===== src/rtl/sr04_pkg.sv =====
// Shared types and default timing constants for the SR04 measurement path.
// All timing values are in microseconds, counted with the shared 1 us tick.
package sr04_pkg;

    typedef enum logic [1:0] {
        IDLE,
        START,
        WAIT_DONE,
        GAP
    } state_t;

    localparam int DIST_W_DFLT     = 24;
    localparam int GAP_US_DFLT     = 60000;
    localparam int TIMEOUT_US_DFLT = 40000;
    localparam int PERIOD_US_DFLT  = 100000;
    localparam int CNT_W_DFLT      = 17;

endpackage


===== src/rtl/sr04_us_timer.sv =====
// Tick-gated microsecond counter with synchronous clear and saturation at i_tc.
// o_hit flags the cycle whose tick brings the count up to i_tc.
module sr04_us_timer #(
    parameter int CNT_W = 17
) (
    input  logic             clk,
    input  logic             rst,
    input  logic             i_clr,
    input  logic             i_en,
    input  logic             i_tick,
    input  logic [CNT_W-1:0] i_tc,
    output logic             o_hit
);

    localparam logic [CNT_W-1:0] CNT_ONE = CNT_W'(1);

    logic [CNT_W-1:0] count_reg;

    // Combinational so the owner can act on the same edge that counts the last tick.
    assign o_hit = i_en && i_tick && (count_reg == i_tc - CNT_ONE);

    always_ff @(posedge clk or negedge rst) begin
        if (!rst) begin
            count_reg <= '0;
        end else if (i_clr) begin
            count_reg <= '0;
        end else if (i_en && i_tick && (count_reg != i_tc)) begin
            count_reg <= count_reg + CNT_ONE;
        end
    end

endmodule


===== src/rtl/sr04_scheduler.sv =====
// Decides when the SR04 controller fires: merges manual and periodic requests,
// enforces the post-measurement gap, flags missing echoes and holds the last distance.
module sr04_scheduler
    import sr04_pkg::*;
#(
    parameter int DIST_W     = DIST_W_DFLT,
    parameter int GAP_US     = GAP_US_DFLT,
    parameter int TIMEOUT_US = TIMEOUT_US_DFLT,
    parameter int PERIOD_US  = PERIOD_US_DFLT,
    parameter int CNT_W      = CNT_W_DFLT
) (
    input  logic              clk,
    input  logic              rst,
    input  logic              i_tick_1us,
    input  logic              i_manual_req,
    input  logic              i_auto_en,
    input  logic              i_meas_done,
    input  logic [DIST_W-1:0] i_distance,
    output logic              o_start,
    output logic [DIST_W-1:0] o_distance,
    output logic              o_valid,
    output logic              o_timeout,
    output logic              o_busy
);

    localparam logic [CNT_W-1:0] GAP_TC     = CNT_W'(GAP_US);
    localparam logic [CNT_W-1:0] TIMEOUT_TC = CNT_W'(TIMEOUT_US);
    localparam logic [CNT_W-1:0] PERIOD_TC  = CNT_W'(PERIOD_US);

    state_t            state_reg;
    logic              pend_reg;
    logic              start_reg;
    logic              valid_reg;
    logic              timeout_reg;
    logic              busy_reg;
    logic [DIST_W-1:0] distance_reg;

    logic              phase_clr;
    logic              phase_en;
    logic [CNT_W-1:0]  phase_tc;
    logic              phase_hit;
    logic              auto_clr;
    logic              auto_hit;
    logic              req;

    // One counter serves both timed states; it restarts from zero on every state change.
    always_comb begin
        phase_en  = (state_reg == WAIT_DONE) || (state_reg == GAP);
        phase_tc  = (state_reg == GAP) ? GAP_TC : TIMEOUT_TC;
        phase_clr = (state_reg == IDLE) || (state_reg == START) ||
                    ((state_reg == WAIT_DONE) && (i_meas_done || phase_hit));
    end

    sr04_us_timer #(
        .CNT_W (CNT_W)
    ) u_phase_timer (
        .clk    (clk),
        .rst    (rst),
        .i_clr  (phase_clr),
        .i_en   (phase_en),
        .i_tick (i_tick_1us),
        .i_tc   (phase_tc),
        .o_hit  (phase_hit)
    );

    // Auto timer free-runs while enabled and restarts itself on each period wrap.
    assign auto_clr = !i_auto_en || auto_hit;

    sr04_us_timer #(
        .CNT_W (CNT_W)
    ) u_auto_timer (
        .clk    (clk),
        .rst    (rst),
        .i_clr  (auto_clr),
        .i_en   (i_auto_en),
        .i_tick (i_tick_1us),
        .i_tc   (PERIOD_TC),
        .o_hit  (auto_hit)
    );

    assign req = i_manual_req || auto_hit;

    always_ff @(posedge clk or negedge rst) begin
        if (!rst) begin
            state_reg    <= IDLE;
            pend_reg     <= 1'b0;
            start_reg    <= 1'b0;
            valid_reg    <= 1'b0;
            timeout_reg  <= 1'b0;
            busy_reg     <= 1'b0;
            distance_reg <= '0;
        end else begin
            start_reg <= 1'b0;
            valid_reg <= 1'b0;

            // Single-depth pending flag: a request consumed by IDLE this cycle is not re-queued.
            if ((state_reg == IDLE) && (pend_reg || req)) begin
                pend_reg <= 1'b0;
            end else if (req) begin
                pend_reg <= 1'b1;
            end

            case (state_reg)
                IDLE: begin
                    if (pend_reg || req) begin
                        state_reg <= START;
                        start_reg <= 1'b1;
                        busy_reg  <= 1'b1;
                    end
                end
                START: begin
                    state_reg <= WAIT_DONE;
                end
                WAIT_DONE: begin
                    // A result arriving on the timeout edge still counts as a result.
                    if (i_meas_done) begin
                        distance_reg <= i_distance;
                        valid_reg    <= 1'b1;
                        timeout_reg  <= 1'b0;
                        state_reg    <= GAP;
                    end else if (phase_hit) begin
                        timeout_reg <= 1'b1;
                        state_reg   <= GAP;
                    end
                end
                GAP: begin
                    if (phase_hit) begin
                        state_reg <= IDLE;
                        busy_reg  <= 1'b0;
                    end
                end
                default: begin
                    state_reg <= IDLE;
                    busy_reg  <= 1'b0;
                end
            endcase
        end
    end

    assign o_start    = start_reg;
    assign o_distance = distance_reg;
    assign o_valid    = valid_reg;
    assign o_timeout  = timeout_reg;
    assign o_busy     = busy_reg;

endmodule

===== config.mk =====
export PLATFORM = sky130hd
export DESIGN_NAME = sr04_scheduler
export DESIGN_NICKNAME = d
export VERILOG_FILES = /design/src/rtl/sr04_pkg.sv /design/src/rtl/sr04_us_timer.sv /design/src/rtl/sr04_scheduler.sv
export SDC_FILE = /design/constraint.sdc
export NUM_CORES = 1
export LEC_CHECK = 0
export CAP_MARGIN = 20
export CORE_MARGIN = 1.5
export CORE_UTILIZATION = 25
export CTS_BUF_LIST = sky130_fd_sc_hd__clkbuf_8
export CTS_CLUSTER_SIZE = 8
export DETAILED_ROUTE_END_ITERATION = 12
export PLACE_DENSITY = 0.53
export SYNTH_ARGS = -nofsm -noshare
export SYNTH_HDL_FRONTEND = slang
export SYNTH_SLANG_ARGS = --single-unit

===== constraint.sdc =====
create_clock -name clk -period 5 [get_ports clk]
set_clock_uncertainty 0.15 [all_clocks]
set_input_delay 1 -clock clk [delete_from_list [all_inputs] [get_ports clk]]
set_output_delay 1 -clock clk [all_outputs]
set_load 0.005 [all_outputs]

# Word-level counts from Yosys, hierarchy flattened
# Index checks and enable logic that the tools add are counted.
# totals
ff_bits	65
input_bits	30
out_inout_bits	28
elab_cells	69
# classes
n_addsub	3
eq_ne	10
n_mux	21
n_reduce_logical	26
# op_table
cell	count
2-to-1 mux 17 bit	4
adder 17 x 1 -> 17 bit (second input constant)	2
== test 17 bit	1
== test 17 bit (second input constant)	1
inequality test 17 x 16 -> 1 bit	1
inequality test 17 bit (second input constant)	1
subtractor 16 x 1 -> 17 bit (second input constant)	1
2-to-1 mux 15 bit	1
2-to-1 mux 1 bit	10
nonzero test 2 bit	5
logical AND 1 bit	8
2-to-1 mux 2 bit	4
one-hot mux 2 bit (4 select lines)	1
logical OR 1 bit	7
AND reduction 3 bit	2
== test 2 bit (second input constant)	2
AND reduction 2 bit	2
inequality test 3 bit (second input constant)	1
== test 2 x 1 -> 1 bit (second input constant)	1
logical NOT 2 bit	1
inequality test 2 x 1 -> 1 bit (second input constant)	1
inequality test 2 bit (second input constant)	1
one-hot mux 1 bit (2 select lines)	1
logical NOT 1 bit	1

# Depth between registers and ports, before layout
# Gate-level depths: netlist (run 1).
# logic_depth
word_depth	9
depth_mapped	9
depth_no_buf	7

# By module
# A second synthesis (run 1) with hierarchy kept.
# hier_totals
hier_cells	487
area_unflattened_um2	4638.2
# modules_own_cells
mod	n_inst	cells_each	area_each_um2	seq_area_each_um2
sr04_us_timer	2	199	1672.9	425.4
sr04_scheduler	1	89	1292.5	775.7

# Least setup slack after synthesis (run 1)
# Ideal clock, no wire load.
# synth_path
path_type	input to register
start	input port i_auto_en
end	register u_auto_timer.count_reg[11]
setup_time_ps	121
arrival_ps	2130
t_required_ps	4729
slack_ps	2599
path_stages	5
path_buffers	1
path_cell_list	nand2_1 > or4_1 > o21ai_1 > buf_2 > nor2_1
# synth_between
elab_chain_len	4
elab_cells_between_ends	7
cone_classes	1 x mux; 6 x reduce/logical
# synth_rtl
element	line	text
start: declaration	sr04_scheduler.sv:16	input logic i_auto_en,
logical AND 1 bit	sr04_us_timer.sv:20, sr04_us_timer.sv:27	
logical AND 1 bit	sr04_us_timer.sv:20	assign o_hit = i_en && i_tick && (count_reg == i_tc - CNT_ONE);
logical OR 1 bit	sr04_scheduler.sv:67	assign auto_clr = !i_auto_en || auto_hit;
2-to-1 mux 17 bit / nonzero test 2 bit (equally long branches)	n/a	
end signal: assignment	sr04_us_timer.sv:28	count_reg <= count_reg + CNT_ONE;
end: declaration	sr04_us_timer.sv:17	logic [CNT_W-1:0] count_reg;
# Several ways; a longest one is shown, not always the timed one.
# A chain may end at the register's enable or synchronous reset.

# Worst setup path in the final report (run 1)
# layout_path
start	input port i_tick_1us
end	register u_auto_timer.count_reg[16]
# layout_between
elab_chain_len	4
elab_cells_between_ends	6
cone_classes	1 x mux; 5 x reduce/logical
# layout_rtl
element	line	text
start: declaration	sr04_scheduler.sv:14	input logic i_tick_1us,
logical AND 1 bit *	sr04_us_timer.sv:20, sr04_us_timer.sv:27	
logical AND 1 bit	sr04_us_timer.sv:20	
logical OR 1 bit	sr04_scheduler.sv:67	
2-to-1 mux 17 bit / nonzero test 2 bit (equally long branches)	n/a	
# Mark *: on every way between the ends. The rest lies on a longest branch, timed or not.

==> summary.md, run 1 <==
| Metric | Value |
|---|---|
| Number of unique standard cell types used by synthesis | 44 |
| Post-synthesis cell type with the largest combined area | sky130_fd_sc_hd__dfrtp_1 |
| Proportion of layout cells with a drive suffix above 1 | 12.5% |
| Gate Count Post-Synth | 292 |
| Number of violations reported at the end of detailed-routing iteration 0 | 110 |
| Most frequently used cell type in the post-synthesis netlist | sky130_fd_sc_hd__dfrtp_1 |
| Achievable frequency | 341 MHz |
| CP Data Required Time | 5.07 ns |
| Detail-routed via count per cell | 4.49 |
| Mean area per synthesized cell | 10.8 um2 |
| Setup violators final | 0 |
| Post-cts sizing count | 0 |
| Via count of the first global-routing pass | 2389 |
| Fill cell count | about 1200 |
| Full die area | 13300 um2 |
| Largest fanout on the critical path | 9 |
| Detailed-placement wirelength estimate | 4770 um |
| Syn nets | 331 |
| Max FFs per register | 24 |
| Hold violation count in the final report | 0 |
| Area share of the largest cell type after synthesis | 51.4% |
| Detailed-routing iteration count for the pre-antenna-repair pass | 4 |
| Worst Tran Pin Value | 0.882 ns |
| Outcome | complete, no violations |
| Initial antenna violation count | 0 |
| Most used standard cells in the synthesized netlist | 65 x sky130_fd_sc_hd__dfrtp_1, 33 x sky130_fd_sc_hd__nor2_1, 25 x sky130_fd_sc_hd__mux2_2, 18 x sky130_fd_sc_hd__nand3_1, 17 x sky130_fd_sc_hd__xor2_1 |
| Number of levels the H-tree was split into | 3 |
| TritonCTS clock tree | done |
| Tightest slew margin relative to the limit | approximately two fifths |
| Post-route DRC violation count | 0 |
| Min Clock Period, post-route | 2.94 ns |
| RSZ-0062 raised after global routing | false |
| Height of the die | 115 um |
| Row Count | 40 |
| Count of input and output buffers | 57 |
| First-pass GRT wire length | 11500 um |
| Final Max Tran Viols | 0 |
| Cell area after synthesis | 3160 um2 |
| Final wirelength | approximately 6700 um |
| Sort of element at the end of the critical path | flop |
| Post-CTS Setup Bufs | 0 |
| Floorplan core area | 12200 um2 |
| Setup total negative slack | 0 ns |
| GRT overflow | 0 |
| Class of the most critical setup path | input pin to flop |
| Number of flip-flops and latches in the synthesized netlist | 65 |
| IO Pins | 58 |
| Element type at the critical path start | input pin |
| Hold buffer count at cts | 0 |
| Worst supply voltage drop on vdd | 0.000195 V |
| Number of clock sinks | 65 |
| Power per unit of standard cell area | ~420 nW/um2 |
| Top area cells in the synthesized netlist | sky130_fd_sc_hd__dfrtp_1 51%, sky130_fd_sc_hd__mux2_2 8.9%, sky130_fd_sc_hd__xor2_1 4.7%, sky130_fd_sc_hd__nor2_1 3.9%, sky130_fd_sc_hd__ha_1 3.6% |
| Max clock buf depth | 2 |
| Final worst-path cycle share | 58.7% |
| Overall track demand over capacity in global routing | 11.1% |
| Standby leakage power | 1.68 nW |
| Max Cap Viol | 0 |
| Master cell of the clock root buffer | sky130_fd_sc_hd__clkbuf_8 |
| Starting utilization of the core area | between 20% and 30% |
| Warnings, synthesis | 0 |
| Layout Nets | 393 |
| Area growth, synth to finish | 29.3% |
| Clock buffer count from CTS | 9 |
| Per-cell routed wire length | 12.8 um |
| Share of synthesized area occupied by flip-flops and latches | 51.4% |
| Die extent in x | 115 um |
| Clock-pin slew of the registers on the worst-case setup and hold paths | roughly 0.070 ns |
| Clock latency on the worst-skew pair | 0.35 ns |
| Antenna diode count | 0 |
| Placer Congestion | approximately 0.74 |
| Number of nets still failing antenna checks after routing | 0 |
| Hold/Removal Path Class | flop to flop |
| Number of flops mapped to enable cells by yosys | 0 |
| Proportion of register bits with asynchronous set or reset after synthesis | 100% |
| DR vias | 2365 |
| Largest net degree at the start of global routing | 41 |
| Synth Flop Type | sky130_fd_sc_hd__dfrtp_1 |
| Share of the core filled with cells | approximately 34% |
| Worst EP arrival | 3.01 ns |
## cell type report
cell class | count | area [um2] | area share, %
Tap cell | 168 | 210 | 5.14
Sequential cell | 65 | 1630 | 39.8
Clock buffer | 11 | 151 | 3.70
Clock inverter | 5 | 23.8 | 0.581
Multi-Input combinational cell | 207 | 1450 | 35.4
Inverter | 11 | 41.3 | 1.01
Timing Repair Buffer | 60 | 588 | 14.4
## kinds of logic (layout without fill, tap and decap cells)
group	count (synthesis)	in the layout	share of synthesized area [%]
buffers and inverters	20	87	2.77
flip-flops	65	65	51.4
AO/OA/AOI/OAI	35	35	6.61
adder cells (fa/ha/maj)	9	9	3.56
multiplexers	27	27	9.53
XOR/XNOR	25	25	6.92
AND/OR/NAND/NOR	111	111	19.2
## critical path: stages
cell,delay (ns)
sky130_fd_sc_hd__clkdlybuf4s50_1,0.57
sky130_fd_sc_hd__nand2_1,0.14
sky130_fd_sc_hd__or4_1,0.44
sky130_fd_sc_hd__o21ai_1,0.53
sky130_fd_sc_hd__buf_4,0.28
sky130_fd_sc_hd__a21oi_1,0.05
## cell usage in the layout (no fill, tap or decap), types with 5 or more instances in the layout
cell / count
sky130_fd_sc_hd__a21oi_1: 13
sky130_fd_sc_hd__dfrtp_1: 65
sky130_fd_sc_hd__nor2_1: 33
sky130_fd_sc_hd__and2_1: 5
sky130_fd_sc_hd__clkdlybuf4s50_1: 56
sky130_fd_sc_hd__inv_1: 14
sky130_fd_sc_hd__nand4_1: 8
sky130_fd_sc_hd__o21ai_0: 8
sky130_fd_sc_hd__and3_1: 5
sky130_fd_sc_hd__mux2_2: 25
sky130_fd_sc_hd__xnor2_1: 8
sky130_fd_sc_hd__nand3_1: 18
sky130_fd_sc_hd__nand2_1: 16
sky130_fd_sc_hd__xor2_1: 17
sky130_fd_sc_hd__ha_1: 9
sky130_fd_sc_hd__clkbuf_8: 11
sky130_fd_sc_hd__and4_1: 6
## per-layer routing
metal / up-vias / track usage (%) / routed length [um]
met5: - / 0 / 0
met4: 0 / 6.26 / 176
met3: 13 / 3.66 / 361
met2: 50 / 17.0 / 3120
met1: 1149 / 13.9 / 3070
li1: 1153 / - / -
## path summary, 6_finish.rpt
| kind | from | endpoint | slack [ns] | cells after the start |
|---|---|---|---|---|
| worst max-delay path | i_tick_1us | u_auto_timer.count_reg[16] | 2.06 | 6 |
| worst min-delay path | o_distance[18] | o_distance[18] | 0.36 | 1 |
| worst max register to register | state_reg[0] | u_phase_timer.count_reg[3] | 2.30 | 6 |
| worst min register to register | o_distance[18] | o_distance[18] | 0.36 | 1 |
| max in group asynchronous | rst | u_phase_timer.count_reg[8] | 3.24 | 2 |
| min in group asynchronous | rst | u_auto_timer.count_reg[10] | 0.51 | 1 |
## where the power goes
group,switching (W),leakage (nW),internal (W)
combinational,0.000231,0.741,0.000354
sequential,0.0000691,0.841,0.000653
clock,0.000192,0.0991,0.000201
## stage by stage
| step | cell area, um2 | setup WS, ns | hold WS [ns] | power, W | instances |
|---|---|---|---|---|---|
| floorplan | 3160 | 2.60 | 0.351 | 0.00102 | 292 |
| global placement | 3920 | 1.78 | 0.338 | 0.00132 | 511 |
| detailed placement | 3920 | 1.67 | 0.345 | 0.00132 | 511 |
| CTS | 4090 | 2.05 | 0.365 | 0.00173 | 527 |
| global route | 4090 | 1.87 | 0.380 | 0.00182 | 527 |
| finish | 4090 | 2.06 | 0.358 | 0.00170 | 527 |
Note: power is estimated with default switching activity, not from simulation.
==> run 2, diff against run 1 <==
- clock period: 5 -> 3.1 ns (I/O delays scaled with it)
==> run 2 against run 1 <==
  * Die area did not move
  * Count of clock-buffer cells in the layout did not move
  * Hold slack got worse by 0.21 ns
  * Final cell count rose by 0.38%
  * Sequential cell count did not move
  * Register-to-register slack got worse by 1.9 ns
  * First-iteration DRC count fell by 23%
  * Worst setup slack got worse by 1.6 ns
  * Largest cell class unchanged
  * Highest routed layer unchanged
==> summary.md, run 2 (synthesized netlist as in run 1, its figures left out) <==
| Metric | Value |
|---|---|
| Outcome | complete, no violations |
| Post-CTS Setup Bufs | 0 |
| Post-route DRC violation count | 0 |
| Worst supply voltage drop on vdd | 0.000357 V |
| Final wirelength | 6690 um |
| Overall track demand over capacity in global routing | 11.1% |
| Row Count | 40 |
| Proportion of layout cells with a drive suffix above 1 | between 10% and 20% |
| Power per unit of standard cell area | 705 nW/um2 |
| RSZ-0062 raised after global routing | false |
| Element type at the critical path start | flop |
| Worst hold margin | 0.147 ns |
| Tightest slew margin relative to the limit | 44.7% |
| Fill cell count | 1232 |
| GRT overflow | 0 |
| Layout Nets | 395 |
| Initial antenna violation count | 0 |
| Class of the most critical setup path | flop to flop |
| Placer Congestion | 0.785 |
| Largest fanout on the critical path | 17 |
| Area growth, synth to finish | 32.1% |
| Antenna diode count | 0 |
| Number of nets still failing antenna checks after routing | 0 |
| Detailed-routing iteration count for the pre-antenna-repair pass | 4 |
| Min Clock Period, post-route | 2.67 ns |
| Max FFs per register | 24 |
| Leading cell type in the layout, fill and taps excluded | sky130_fd_sc_hd__dfrtp_1 |
| Count of input and output buffers | 57 |
| Layout Cells excl Fill | 529 |
| Number of clock sinks | 65 |
| Share of the core filled with cells | between 30% and 40% |
| Setup total negative slack | 0 ns |
| Post-cts sizing count | 0 |
| Worst path setup slack after routing | about 0.43 ns |
| Setup slack at placement | roughly 0.30 ns |
| # placed instances | 513 |
| Worst Tran Pin Value | approximately 0.8 ns |
| Number of violations reported at the end of detailed-routing iteration 0 | 85 |
| Detail-routed via count per cell | around 4.5 |
| Via count of the first global-routing pass | 2461 |
| Largest net degree at the start of global routing | 39 |
| Master cell of the clock root buffer | sky130_fd_sc_hd__clkbuf_8 |
| Hold/Removal Path Class | input pin to asynchronous set/reset pin |
| Final Max Tran Viols | 0 |
| Sort of element at the end of the critical path | flop |
| Sequential cell area | 1630 um2 |
| Max clock buf depth | 2 |
| Achievable frequency | 374 MHz |
| Die extent in x | between 100 and 150 um |
| Area of the multi-input gates | 1450 um2 |
| CP Data Required Time | 3.15 ns |
| Clock buffer count from CTS | 9 |
| Clock latency on the worst-skew pair | roughly 0.34 ns |
| Hold buffer count at cts | 0 |
| Starting utilization of the core area | 26.0% |
| TritonCTS clock tree | done |
| Full die area | 13300 um2 |
| Most frequent cells in the layout | 65 x sky130_fd_sc_hd__dfrtp_1, 56 x sky130_fd_sc_hd__clkdlybuf4s50_1, 33 x sky130_fd_sc_hd__nor2_1 |
| Setup violators final | 0 |
| IO Pins | 58 |
| Max Cap Viol | 0 |
| Per-cell routed wire length | between 10 and 15 um |
| Standby leakage power | 1.71 nW |
| Height of the die | between 100 and 150 um |
| Worst EP arrival | 2.72 ns |
| DR vias | roughly 2400 |
| Clock-pin slew of the registers on the worst-case setup and hold paths | 0.08 ns |
| Number of levels the H-tree was split into | 3 |
| Final worst-path cycle share | a little under nine tenths |
| Hold violation count in the final report | 0 |
| First-pass GRT wire length | 11600 um |
| Floorplan core area | 12200 um2 |
| Detailed-placement wirelength estimate | 4790 um |
==> run 2: where the power goes <==
group	switching (W)	total (W)	internal, W	leakage [nW]
registers	0.000111	0.00116	0.00105	0.841
logic	0.000368	0.000943	0.000575	0.756
clock network	0.000338	0.000841	0.000502	0.117
==> run 2: worst paths after layout <==
kind                            cells after the start     startpoint  slack, ns                           to
worst max register to register                      6   state_reg[0]       0.43  u_phase_timer.count_reg[16]
worst min register to register                      1  o_distance[7]       0.36                o_distance[7]
max in group asynchronous                           2            rst       2.00   u_phase_timer.count_reg[4]
worst min-delay path                                1            rst       0.15    u_auto_timer.count_reg[9]
min in group clk                                    1  o_distance[7]       0.36                o_distance[7]
worst max-delay path                                6   state_reg[0]       0.43  u_phase_timer.count_reg[16]
==> run 2: area by class of cell <==
| class | count | share of cell area [%] |
|---|---|---|
| sequential | 65 | 38.9 |
| timing repair buffer | 62 | 14.7 |
| clock buffer | 11 | 3.62 |
| tap | 168 | 5.03 |
| clock inverter | 5 | 2.04 |
| inverter | 11 | 0.988 |
| multi-input combinational | 207 | 34.7 |
==> run 2: metrics by stage <==
stage	instance area, um2	total power (W)
after detailed placement	3940	0.00214
after global routing	4180	0.00314
after CTS	4180	0.00301
final	4180	0.00295
after global placement	3940	0.00213
after floorplan	3160	0.00164
==> run 2: worst max-delay path, stage by stage (launching register included) <==
cell and delay, ns:
sky130_fd_sc_hd__dfrtp_1 0.41, sky130_fd_sc_hd__ha_1 0.34, sky130_fd_sc_hd__or4b_2 0.70, sky130_fd_sc_hd__nand2_1 0.14, sky130_fd_sc_hd__nand4_1 0.12, sky130_fd_sc_hd__or4b_1 0.56, sky130_fd_sc_hd__nor2_1 0.11
==> run 2: routing by layer <==
layer	global-route usage (%)	wire [um]	up-vias
met2	17.7	3090	56
li1	-	-	1159
met3	3.61	384	12
met5	0	0	-
met1	13.7	3090	1171
met4	5.10	126	0
==> run 3, diff against run 2 <==
- CORE_UTILIZATION: 25 -> 54
- PLACE_DENSITY: 0.53 -> 0.91
- SKIP_CTS_REPAIR_TIMING: unset -> 1
- SKIP_LAST_GASP: unset -> 1
==> run 3 against run 2 <==
  * Global-route usage grew 11 points
  * Final cell count shrank 18%
  * Sequential cell count is the same
  * Routed wire length is 2.1% lower
  * Die area fell by 53%
  * Via count is 1.0% higher
  * Cell area fell by 3.4%
  * Critical path depth unchanged
  * Worst setup slack better by 0.023 ns
  * Clock power down 4.6%
  * Non-clock buffer count is the same
  * Sequential share of layout area grew 1.4 points
  * Highest routed layer unchanged
==> summary.md, run 3 (synthesized netlist as in run 1, its figures left out) <==
| Metric | Value |
|---|---|
| Outcome | complete, no violations |
| Via count of the first global-routing pass | 2427 |
| Combinational share of power | between 30% and 40% |
| Element type at the critical path start | flop |
| R2R setup slack | roughly 0.45 ns |
| Fraction of power consumed by the clock network | between 20% and 30% |
| Clock buffer count from CTS | 9 |
| Placer Congestion | 0.894 |
| Power Internal | about 0.0021 W |
| Hold/Removal Path Class | input pin to asynchronous set/reset pin |
| Per-cell routed wire length | 15.1 um |
| Number of cells on the worst reg-to-reg path | 6 |
| Final wirelength | 6550 um |
| Largest net degree at the start of global routing | 28 |
| Full die area | 6330 um2 |
| Min Clock Period, post-route | approximately 2.7 ns |
| Achievable frequency | 377 MHz |
| Count of input and output buffers | 57 |
| Source of the critical timing path | state_reg[1] |
| Tightest slew margin relative to the limit | 46.0% |
| Worst EP arrival | between 2 and 3 ns |
| Post-route DRC violation count | 0 |
| Setup total negative slack | 0 ns |
| Detailed-placement wirelength estimate | about 4600 um |
| Power per unit of standard cell area | 725 nW/um2 |
| Worst path setup slack after routing | 0.449 ns |
| Worst reg2reg startpoint | state_reg[1] |
| Row Count | 27 |
| Switching power summed over all nets | 0.000807 W |
| Final Max Tran Viols | 0 |
| Overall track demand over capacity in global routing | 22.6% |
| IO Pins | 58 |
| Layout Nets | slightly below 400 |
| Max FFs per register | 24 |
| Clock latency on the worst-skew pair | ~0.34 ns |
| Class of the most critical setup path | flop to flop |
| Setup slack at placement | roughly 0.25 ns |
| Most frequent cells in the layout | 65 x sky130_fd_sc_hd__dfrtp_1, 56 x sky130_fd_sc_hd__clkdlybuf4s50_1, 33 x sky130_fd_sc_hd__nor2_1 |
| Leading cell type in the layout, fill and taps excluded | sky130_fd_sc_hd__dfrtp_1 |
| TritonCTS clock tree | done |
| Largest fanout on the critical path | 17 |
| Proportion of layout cells with a drive suffix above 1 | 13.9% |
| Starting utilization of the core area | 56.7% |
| Clock-pin slew of the registers on the worst-case setup and hold paths | 0.07 ns |
| DR vias | between 2000 and 2500 |
| Number of clock sinks | between 60 and 70 |
| Floorplan core area | 5570 um2 |
| RSZ-0062 raised after global routing | false |
| Sort of element at the end of the critical path | flop |
| GRT overflow | 0 |
| CP Data Required Time | 3.15 ns |
| Max clock buf depth | 2 |
| Detail-routed via count per cell | 5.60 |
| Detailed-routing iteration count for the pre-antenna-repair pass | 5 |
| Die extent in x | 79.5 um |
| Number of violations reported at the end of detailed-routing iteration 0 | 171 |
| Worst supply voltage drop on vdd | 0.000449 V |
| Number of levels the H-tree was split into | 3 |
| Final worst-path cycle share | a little under nine tenths |
| Master cell of the clock root buffer | sky130_fd_sc_hd__clkbuf_8 |
| Number of nets still failing antenna checks after routing | 0 |
| First-pass GRT wire length | 10800 um |
| Hold violation count in the final report | 0 |
| Setup crit end | u_phase_timer.count_reg[7] |
| Setup violators final | 0 |
| Height of the die | 79.5 um |
| Initial antenna violation count | 0 |
| Share of total power in sequential cells | 40.0% |
| Area growth, synth to finish | 27.7% |
| Fill cell count | between 300 and 400 |
| Standby leakage power | 1.71 nW |
| Max Cap Viol | 0 |
| Switching share of power | roughly 28% |
| R2R Path End | u_phase_timer.count_reg[7] |
| Worst Tran Pin Value | 0.803 ns |
| Antenna diode count | 0 |
-- run 3: worst min-delay path by stage --
stage                                 endpoint  slack (ns)
floorplan                               o_busy        0.17
global placement                o_distance[20]        0.34
detailed placement               o_distance[4]        0.35
CTS                 u_phase_timer.count_reg[8]        0.13
global route        u_phase_timer.count_reg[2]        0.16
finish              u_phase_timer.count_reg[8]        0.13
-- run 3: final cells by class --
class | count | area, um2 | area share [%]
flip-flops and latches | 65 | 1630 | 40.3
multi-input cells | 207 | 1450 | 35.9
repair buffers | 62 | 603 | 14.9
clock buffers | 11 | 151 | 3.75
well taps | 72 | 90.1 | 2.23
clock inverters | 5 | 77.6 | 1.92
inverters | 11 | 41.3 | 1.02
-- run 3: power by group through the flow --
stage	Combinational, W	Sequential, W	Clock [W]
after floorplan	0.000456	0.00118	0
after global placement	0.000924	0.00117	0
after detailed placement	0.000964	0.00118	0
after CTS	0.000970	0.00117	0.000819
after global routing	0.00104	0.00119	0.000866
final	0.000954	0.00117	0.000802
-- run 3: metal layers --
metal	GRT usage [%]	vias to the layer above	wire, um
li1	-	1159	-
met1	28.1	1173	2820
met2	36.4	85	3240
met3	5.60	6	401
met4	11.4	0	83
met5	0	-	0
-- run 3: through the flow --
step,instance area (um2),std cells,utilization (%),power [W],hold WS (ns)
5_1_grt,4040,433,72.5,0.00310,0.160
3_3_place_gp,3810,417,68.4,0.00209,0.339
3_5_place_dp,3810,417,68.4,0.00215,0.346
4_1_cts,4040,433,72.5,0.00296,0.127
2_1_floorplan,3160,292,-,0.00164,0.174
6_report,4040,433,72.5,0.00293,0.131
-- run 3: worst max-delay path: stages (launching register included) --
cell,delay [ns]
sky130_fd_sc_hd__dfrtp_1,0.42
sky130_fd_sc_hd__ha_1,0.34
sky130_fd_sc_hd__or4b_2,0.70
sky130_fd_sc_hd__nand2_1,0.13
sky130_fd_sc_hd__nand4_1,0.11
sky130_fd_sc_hd__or4b_1,0.55
sky130_fd_sc_hd__nor2_1,0.12
